### src/rtl/hilo_mult_unit.sv
// Iterative 32x32 HI/LO multiplier: one radix-2 shift-add step per clock, sign fix-up at the end.
// Signed operands are reduced to unsigned magnitudes, and the sign is applied to the 64-bit sum.
//
// state | meaning
// IDLE  | waiting for a valid mult/multu start; HI/LO hold
// CALC  | 32 shift-add steps, count 0..31
// FIX   | apply sign, write HI/LO, pulse done next cycle
module hilo_mult_unit (
   input  logic        clk,
   input  logic        rst_n,
   input  logic        start,
   input  logic [3:0]  alu_op,
   input  logic [31:0] op_a,
   input  logic [31:0] op_b,
   input  logic        rd_req,
   output logic [31:0] hi,
   output logic [31:0] lo,
   output logic        busy,
   output logic        done,
   output logic        stall_req
);

   localparam logic [3:0] OP_MULT  = 4'b0110;
   localparam logic [3:0] OP_MULTU = 4'b0111;

   typedef enum logic [1:0] {
      S_IDLE = 2'd0,
      S_CALC = 2'd1,
      S_FIX  = 2'd2
   } state_t;

   state_t      state_q, state_d;
   logic [31:0] mcand_q, mcand_d;
   logic [31:0] mplier_q, mplier_d;
   logic [63:0] acc_q, acc_d;
   logic [5:0]  cnt_q, cnt_d;
   logic        neg_q, neg_d;
   logic [31:0] hi_q, hi_d;
   logic [31:0] lo_q, lo_d;
   logic        done_q, done_d;

   logic        op_signed;
   logic        op_valid;
   logic [31:0] mag_a;
   logic [31:0] mag_b;
   logic [63:0] addend;
   logic [63:0] result;

   assign op_signed = (alu_op == OP_MULT);
   assign op_valid  = op_signed || (alu_op == OP_MULTU);

   // 32-bit negation leaves 0x80000000 as 0x80000000, which is the correct unsigned magnitude
   assign mag_a = (op_signed && op_a[31]) ? (~op_a + 32'd1) : op_a;
   assign mag_b = (op_signed && op_b[31]) ? (~op_b + 32'd1) : op_b;

   assign addend = {32'd0, mcand_q} << cnt_q;
   assign result = neg_q ? (~acc_q + 64'd1) : acc_q;

   always_ff @(posedge clk or negedge rst_n) begin
      if (!rst_n) begin
         state_q  <= S_IDLE;
         mcand_q  <= 32'd0;
         mplier_q <= 32'd0;
         acc_q    <= 64'd0;
         cnt_q    <= 6'd0;
         neg_q    <= 1'b0;
         hi_q     <= 32'd0;
         lo_q     <= 32'd0;
         done_q   <= 1'b0;
      end else begin
         state_q  <= state_d;
         mcand_q  <= mcand_d;
         mplier_q <= mplier_d;
         acc_q    <= acc_d;
         cnt_q    <= cnt_d;
         neg_q    <= neg_d;
         hi_q     <= hi_d;
         lo_q     <= lo_d;
         done_q   <= done_d;
      end
   end

   always_comb begin
      state_d  = state_q;
      mcand_d  = mcand_q;
      mplier_d = mplier_q;
      acc_d    = acc_q;
      cnt_d    = cnt_q;
      neg_d    = neg_q;
      hi_d     = hi_q;
      lo_d     = lo_q;
      done_d   = 1'b0;

      case (state_q)
         S_IDLE: begin
            if (start && op_valid) begin
               mcand_d  = mag_a;
               mplier_d = mag_b;
               neg_d    = op_signed & (op_a[31] ^ op_b[31]);
               acc_d    = 64'd0;
               cnt_d    = 6'd0;
               state_d  = S_CALC;
            end
         end
         S_CALC: begin
            if (mplier_q[0]) begin
               acc_d = acc_q + addend;
            end
            mplier_d = mplier_q >> 1;
            cnt_d    = cnt_q + 6'd1;
            if (cnt_q == 6'd31) begin
               state_d = S_FIX;
            end
         end
         S_FIX: begin
            hi_d    = result[63:32];
            lo_d    = result[31:0];
            done_d  = 1'b1;
            state_d = S_IDLE;
         end
         default: begin
            state_d = S_IDLE;
         end
      endcase
   end

   assign busy      = (state_q != S_IDLE);
   assign stall_req = busy & (rd_req | start);
   assign hi        = hi_q;
   assign lo        = lo_q;
   assign done      = done_q;

endmodule

### config.mk
export PLATFORM = sky130hd
export DESIGN_NAME = hilo_mult_unit
export DESIGN_NICKNAME = d
export VERILOG_FILES = /design/src/rtl/hilo_mult_unit.sv
export SDC_FILE = /design/constraint.sdc
export NUM_CORES = 1
export LEC_CHECK = 0
export CAP_MARGIN = 5
export CORE_UTILIZATION = 54
export DETAILED_ROUTE_END_ITERATION = 8
export PLACE_DENSITY = 0.88
export SLEW_MARGIN = 20
export SYNTH_ARGS = -nofsm -noshare
export SYNTH_HDL_FRONTEND = slang
export SYNTH_SLANG_ARGS = --single-unit
### constraint.sdc
create_clock -name clk -period 5.3 [get_ports clk]
set_clock_uncertainty 0.05 [all_clocks]
set_input_delay 1.06 -clock clk [delete_from_list [all_inputs] [get_ports clk]]
set_output_delay 1.06 -clock clk [all_outputs]
set_load 0.01 [all_outputs]
Word-level counts from Yosys, hierarchy flattened
Index checks and enable logic that the tools add are counted.
{"block": "totals", "reg_bits": 202, "latchBits": 0, "ramBits": 0, "mem_bits_ro": 0, "input_bits": 72, "out_inout_bits": 67, "wordCells": 55, "mem_count": 0}
{"block": "classes", "addsub": 5, "multipliers": 0, "n_div": 0, "magnitude_cmp": 0, "n_eq_ne": 8, "n_shift": 1, "n_mux": 14, "n_bitwise": 7, "reduce_logical": 11}
{"op": "$mux 64", "n": 3}
{"op": "$pmux 64 s2", "n": 1}
{"op": "$mux 32", "n": 3}
{"op": "$add 32x1->32 const B", "n": 2}
{"op": "$add 64x1->64 const B", "n": 1}
{"op": "$add 64x64->64", "n": 1}
{"op": "$not 32->32", "n": 2}
{"op": "$not 64->64", "n": 1}
{"op": "$pmux 32 s2", "n": 1}
{"op": "$shl 32x6->64", "n": 1}
{"op": "$pmux 6 s2", "n": 1}
{"op": "$eq 4x3->1 const B", "n": 2}
{"op": "$add 6x1->6 const B", "n": 1}
{"op": "$eq 6x5->1 const B", "n": 1}
{"op": "$mux 6", "n": 1}
{"op": "$ne 2x2->1 const B", "n": 3}
{"op": "$reduce_and 2->1", "n": 3}
{"op": "$mux 2", "n": 2}
{"op": "$pmux 2 s2", "n": 1}
{"op": "$reduce_bool 2->1", "n": 2}
{"op": "$logic_and 1x1->1", "n": 3}
{"op": "$reduce_and 3->1", "n": 1}
{"op": "$and 1x1->1", "n": 2}
{"op": "$eq 2x1->1 const B", "n": 1}
{"op": "6 further kinds", "n": 6}

Longest topological paths before layout
Gate-level depths: netlist (run 1).
{"block": "depth", "depth_word": 5, "depth_mapped": 25, "mapped_depth_nobuf": 21}

Worst setup path before layout (run 1)
No wires, ideal clock.
{"block": "synth_timing", "path_kind": "register to register", "startpoint": "register cnt_q[0]", "endpoint": "register acc_q[63]", "setup_ns": 0.118, "arrival_time_ns": 5.478, "path_slack_ns": -0.346, "stages_incl_launch_ff": 22, "n_path_buf": 4, "synth_period_minus_slack_ns": 5.646, "cell_sequence": "dfrtp_1 clkbuf_1 buf_1 buf_1 mux2_2 mux2_2 mux2_2 nand2_1 o21ai_0 o21ai_0 o22ai_1 ha_1 clkbuf_1 nand4_1 or3_1 or4_1 o21bai_1 a221oi_1 a21oi_1 mux2i_1 a311oi_1 a21o_1"}
{"block": "synth_between", "elab_chain_len": 4}
{"item": "from (decl)", "line": "36", "source": "logic [5:0] cnt_q, cnt_d;"}
{"item": "from (signal assigned)", "line": "75", "source": "cnt_q <= cnt_d;"}
{"item": "$shl 32x6->64", "line": "56", "source": "assign addend = {32'd0, mcand_q} << cnt_q;"}
{"item": "$add 64x64->64", "line": "107", "source": "acc_d = acc_q + addend;"}
{"item": "$mux 64", "line": "106", "source": "if (mplier_q[0]) begin"}
{"item": "$pmux 64 s2", "line": "94", "source": "case (state_q)"}
{"item": "to (signal assigned)", "line": "64", "source": "acc_q <= 64'd0;"}
{"item": "to (signal assigned)", "line": "74", "source": "acc_q <= acc_d;"}
{"item": "to (decl)", "line": "35", "source": "logic [63:0] acc_q, acc_d;"}
Every way passes these cells. The select of a mux whose other input is x is not followed.
A chain may end at the register's enable or synchronous reset.

Worst setup path after layout (run 1)
Ends and elaborated chain as after synthesis.

==> impl_metrics.ini, run 1 <==
[outcome]
outcome = finished with violations
violations = DRC

[timing]
finalWorstSetupSlack_ps = 252
relSlewSlack_pct = 27.8
slew_viol_final = 0
tightest_slew_ps = 1080
setup_tns_ps = 0
final_hold_viol_count = 0
max_freq_ghz = 0.198
setup_violations = 0
final.min_clock_period_ps = 5050
fin_crit_sh_pct = 95.2
rsz0062_at_grt = false

[place]
hpwl_mm = 35.6
placed_cells = 2403
io_buffers = 138
dpl_worst_slack_ps = -63.1
place_congestion = 0.990

[pwr]
comb_power_share_pct = 56.2
intPower_uw = 5230
leakage_uw = 0.00807
power.density_nw_per_um2 = 525
power_frac_seq_pct = 25.5
netSwitchingFraction_pct = 46.4
power_frac_clock_pct = 18.3
p_switching_uw = 4520
peakVddDrop_v = 0.000254

[synthesis]
synthAdderAreaFrac_pct = 5.46
synth_mux_area_share_pct = 6.42
synth.ff_latch_count = 202
yosys_warnings = 0
synth_edf_count = 0
ys_top_cells_by_area = dfrtp_1 32%, o21ai_0 9.1%, nand2_1 6.8%
syn-cell-area_um2 = 15700
ys_seq_area_share_pct = 32.2
yosysUniqueCellTypes = 69
synth_common_cells = 287 x o21ai_0, 283 x nand2_1, 202 x dfrtp_1
syn_inst = 1939
synth-main-ff-cell = dfrtp_1
synth_top_area_share_pct = 32.2
synth_compound_area_share_pct = 23.5
synth-xor-area-share_pct = 9.97
synth_top_family_by_area = compound AO/OA/AOI/OAI gates
syn_nets = 2079
synth_most_common_cell = o21ai_0
async_flop_share_pct = 100
synth-simple-area-share_pct = 18.9
avgSynthCellArea_um2 = 8.11
yosysTopAreaCell = dfrtp_1

[worst_setup_path]
cp_top_family = compound AO/OA/AOI/OAI gates
cp-start-kind = flip-flop
end_kind = flip-flop
slowest_stage = dfrtp_2
worstPathRequired_ps = 5670
r2r_start = cnt_q[0]
crit_type = reg2reg
critPathMaxStageDelay_ps = 410
worst_ep_arrival_time_ps = 5420
reg2reg_slack_ps = 250
crit_chain = buf_12, mux2_2, mux2_2, mux2_2, o21ai_1, nor2_1, nor2_1, nor2_1, ha_1, a21oi_1, o21ai_1, o31ai_1, nand3b_1, a211o_1, o21bai_2, a221oi_1, a21oi_1, mux2i_1, a41o_1, a21o_1
r2r-end = acc_q[63]
worstPathMaxFanout = 31
path_buf_inv = 1
ff2ff_path_depth = 20

[clock_network]
cts_root_buf = clkbuf_16
cts_tree = yes
post_cts_buffers = 0
clk_pin_slew_ps = 60
clk-insertion-delay-late_ps = 530
hold_buffers = 0
clockBufferDepth = 3
cts.sinks = 202
numCtsBuffers = 24
htreeDepth = 1

[floorplan]
rows = 62
io_pins = 139
fp.dieW_um = 173
fp.dieH_um = 173
fp.dieArea_um2 = 29800
start_util_pct = 54.8
design.core.area_um2 = 28700

[finish]
final_cells = 2445
fillCellCount = 2374
area.growth.synth_to_final_pct = 18.2
nNetsFinal = 2185
num_antenna_cells = 0
drive_above_1_share_pct = 8.59

[global_route]
grt_pass1_vias = 14200
grt_max_degree = 112
grt_util_all_layers_pct = 31.0
use_met2_pct = 54.1
grt_pass1_wl_mm = 75.0
overflow = 0
grt-busiest-layer = met2
antenna_found_initial = 0
use_met1_pct = 40.6
met3_usage_pct = 2.97

[drt]
wl_per_cell_um = 19.1
routed_wl_mm = 46.7
firstDrtPassIters = 8
via_per_inst = 6.11
drtIter0Drc = 1235
ant_nets = 0
vias = 14900
drc = 1

[hold_path]
hold_class = reg2reg
hold_depth = 2
worstHoldEndpoint = lo[27]
min_from = lo[27]

[run]
cap_violations = 0
==> state kept, by name (all words and copies together) (netlist names) <==
signal	flops
mplier_q	32
neg_q	1
cnt_q	6
acc_q	64
state_q	2
lo	32
mcand_q	32
hi	32
done	1
==> routing by layer <==
| metal | wire length, um | up-vias |
|---|---|---|
| li1 | - | 7196 |
| met1 | 20000 | 7139 |
| met2 | 22600 | 509 |
| met3 | 2580 | 91 |
| met4 | 1510 | 0 |
| met5 | 0 | - |
==> cell type report <==
class | count | area [um2] | area share, %
clock buffer | 30 | 684 | 3.68
sequential | 202 | 5060 | 27.2
clock inverter | 12 | 174 | 0.936
multi-input combinational | 1587 | 10200 | 54.9
timing repair buffer | 195 | 1850 | 9.96
inverter | 35 | 131 | 0.707
tap | 384 | 480 | 2.59
==> kinds of logic (layout without fill, tap and decap cells) <==
kind of cell             Yosys count  after routing
AND/OR/NAND/NOR                  638            638
buffers and inverters            150            272
XOR/XNOR                         179            179
AO/OA/AOI/OAI                    623            623
multiplexers                      79             79
flip-flops                       202            202
adder cells (fa/ha/maj)           68             68
==> power groups by stage <==
stage,clock [uW],sequential (uW),combinational (uW)
after detailed placement,0,2490,5290
after global placement,0,2460,5220
after CTS,1810,2470,5320
after global routing,1860,2540,5970
after floorplan,0,2280,3860
final,1780,2490,5480
==> layout by cell type, fill, tap and decap left out, types with 53 or more instances in the layout <==
master and n:
dfrtp_1 201, nor2_1 119, xnor2_1 66, nand3_1 53
clkdlybuf4s50_1 137, a21oi_1 111, buf_4 54, xor2_1 113
ha_1 66, nand2_1 282, o21ai_0 276
==> metrics by stage <==
stage / power [uW] / hold slack, ps / cell area [um2] / utilization (%)
3_3_place_gp: 7680 / 403 / 17700 / 61.5
2_1_floorplan: 6140 / 412 / 15700 / -
5_1_grt: 10400 / 451 / 18600 / 64.7
6_report: 9750 / 429 / 18600 / 64.7
4_1_cts: 9600 / 433 / 18500 / 64.5
3_5_place_dp: 7780 / 420 / 17700 / 61.5
==> worst min-delay path: stages (launching register included) <==
cell and delay (ps):
dfrtp_1 340, nand2_1 50, o21ai_0 60
==> worst max-delay path by stage <==
stage	from	end	slack, ps	depth (start not counted)
2_1_floorplan	cnt_q[0]	acc_q[63]	10	21
3_3_place_gp	cnt_q[0]	acc_q[63]	-90	20
3_5_place_dp	cnt_q[0]	acc_q[63]	-60	20
4_1_cts	cnt_q[0]	acc_q[63]	30	19
5_1_grt	cnt_q[0]	acc_q[62]	10	21
6_report	cnt_q[0]	acc_q[63]	250	20
==> repair_timing <==
| item | 4_1_cts | 5_1_grt |
|---|---|---|
| gates resized for setup | 1 | 25 |
| setup endpoints to repair | 1 | 15 |
| pin swaps | 0 | 1 |
| gates cloned | 0 | 0 |
Note: power is estimated with default switching activity, not from simulation.
==> inputs of run 2 (changes only) <==
- GPL_ROUTABILITY_DRIVEN: not set -> 0
==> run 2 against run 1 <==
Critical endpoint is now acc_q[48]. Sequential share of layout area up 0.38 points. The flow still finishes with violations (DRC). Worst setup slack worse by 87 ps. First-iteration DRC count up 46%. Die area unchanged. Non-clock buffer count down 20.
==> impl_metrics.ini, run 2 (synthesis results as in run 1) <==
[outcome]
outcome = finished with violations
violations = DRC

[drt]
wl_per_cell_um = 18.3
routed_wl_mm = 44.3
firstDrtPassIters = 9
drtIter0Drc = 1801
via_per_inst = 6.33
drc = 2
vias = 15400
ant_nets = 0

[timing]
slew_viol_final = 0
relSlewSlack_pct = 34.3
tightest_slew_ps = 985
max_freq_ghz = 0.195
final.min_clock_period_ps = 5130
fin_crit_sh_pct = 96.9
whs_ps = 424
setup_violations = 0
final_hold_viol_count = 0
rsz0062_at_grt = false
setup_tns_ps = 0

[clock_network]
cts.sinks = 202
cts_tree = yes
post_cts_buffers = 0
numCtsBuffers = 24
clk-insertion-delay-late_ps = 540
htreeDepth = 1
clockBufferDepth = 3
cts_root_buf = clkbuf_16
clk_pin_slew_ps = 60

[floorplan]
fp.dieArea_um2 = 29800
fp.dieH_um = 173
rows = 62
start_util_pct = 54.8
fp.dieW_um = 173
design.core.area_um2 = 28700
io_pins = 139

[worst_setup_path]
cp-start-kind = flip-flop
crit_start = cnt_q[0]
end_kind = flip-flop
crit_type = reg2reg
r2r_start = cnt_q[0]
worst_ep_arrival_time_ps = 5460
worstPathRequired_ps = 5630
worstPathMaxFanout = 15

[place]
hpwl_mm = 33.5
io_buffers = 138
placed_cells = 2383

[pwr]
p_switching_uw = 4450
power_frac_seq_pct = 26.2
peakVddDrop_v = 0.000309
power_frac_clock_pct = 17.6
intPower_uw = 5040
comb_power_share_pct = 56.1
power.density_nw_per_um2 = 518
netSwitchingFraction_pct = 46.9
leakage_uw = 0.00791

[global_route]
overflow = 0
grt_util_all_layers_pct = 29.1
grt_pass1_wl_mm = 72.1
antenna_found_initial = 2
grt_pass1_vias = 14500
grt_max_degree = 123

[hold_path]
hold_class = reg2reg
min_from = neg_q

[finish]
final_cells = 2426
largest_register_ffs = 64
nNetsFinal = 2165
largest_register = acc_q
drive_above_1_share_pct = 7.01
area.growth.synth_to_final_pct = 16.6
final_cell_mix = 283 x o21ai_0, 282 x nand2_1, 201 x dfrtp_1
final_common_cell = o21ai_0

[run]
cap_violations = 0
[run 2: final cells by class]
cell class              count  area (um2)
clock buffers              33         654
multi-input cells        1587       10200
repair buffers            175        1690
inverters                  35         131
flip-flops and latches    202        5060
well taps                 384         480
clock inverters             9         145
diodes                      1        2.50
fillers                  2352       10400
[run 2: per-stage QoR]
| step | worst slack (ps) | power, uW | utilization [%] | cell area [um2] |
|---|---|---|---|---|
| after floorplan | 14.9 | 6140 | - | 15700 |
| after CTS | 204 | 9280 | 63.7 | 18300 |
| after detailed placement | 243 | 7580 | 60.9 | 17500 |
| final | 165 | 9490 | 63.8 | 18300 |
| after global routing | 0.0249 | 10100 | 63.8 | 18300 |
| after global placement | 380 | 7370 | 60.9 | 17500 |
[run 2: power by group through the flow]
stage	sequential, uW	clock (uW)	combinational, uW
final	2490	1670	5330
after detailed placement	2490	0	5090
after CTS	2470	1690	5120
after global placement	2450	0	4920
after floorplan	2280	0	3860
after global routing	2530	1760	5790
[run 2: timing repair]
action	in CTS	in global routing
gates resized for setup	0	11
hold buffers	0	0
endpoints found under the setup margin	0	7
[run 2: worst paths after layout]
path	depth (start not counted)	slack [ps]	endpoint
max	17	170	acc_q[48]
min	2	420	neg_q
max reg2reg	17	170	acc_q[48]
min reg2reg	2	420	neg_q
max in group asynchronous	2	3530	acc_q[36]
min in group asynchronous	1	520	lo[1]
[run 2: per-layer routing]
metal  vias to the layer above  global-route usage, %  routed length, um
met5                         -                      0                 16
met4                         2                   13.6               2260
met3                       197                   5.23               3880
met2                       838                   47.8              20200
met1                      7156                   37.3              18000
li1                       7161                      -                  -
[run 2: worst max-delay path, stage by stage (launching register included)]
cell	delay [ps]
dfrtp_2	420
buf_4	200
mux2i_1	140
o21ai_0	420
nand2_1	240
nor2_1	260
ha_1	310
nor2b_1	170
o31a_1	280
o311a_1	340
o31a_1	370
a21boi_0	420
o21ai_1	240
a21bo_2	290
a31oi_1	330
o21ai_0	230
xnor2_1	170
o21ai_0	90
==> inputs of run 3 (changes only) <==
- CAP_MARGIN: 5 -> 25
==> results of run 3 <==
Final layout, timing and power as in run 2 (identical DEF).
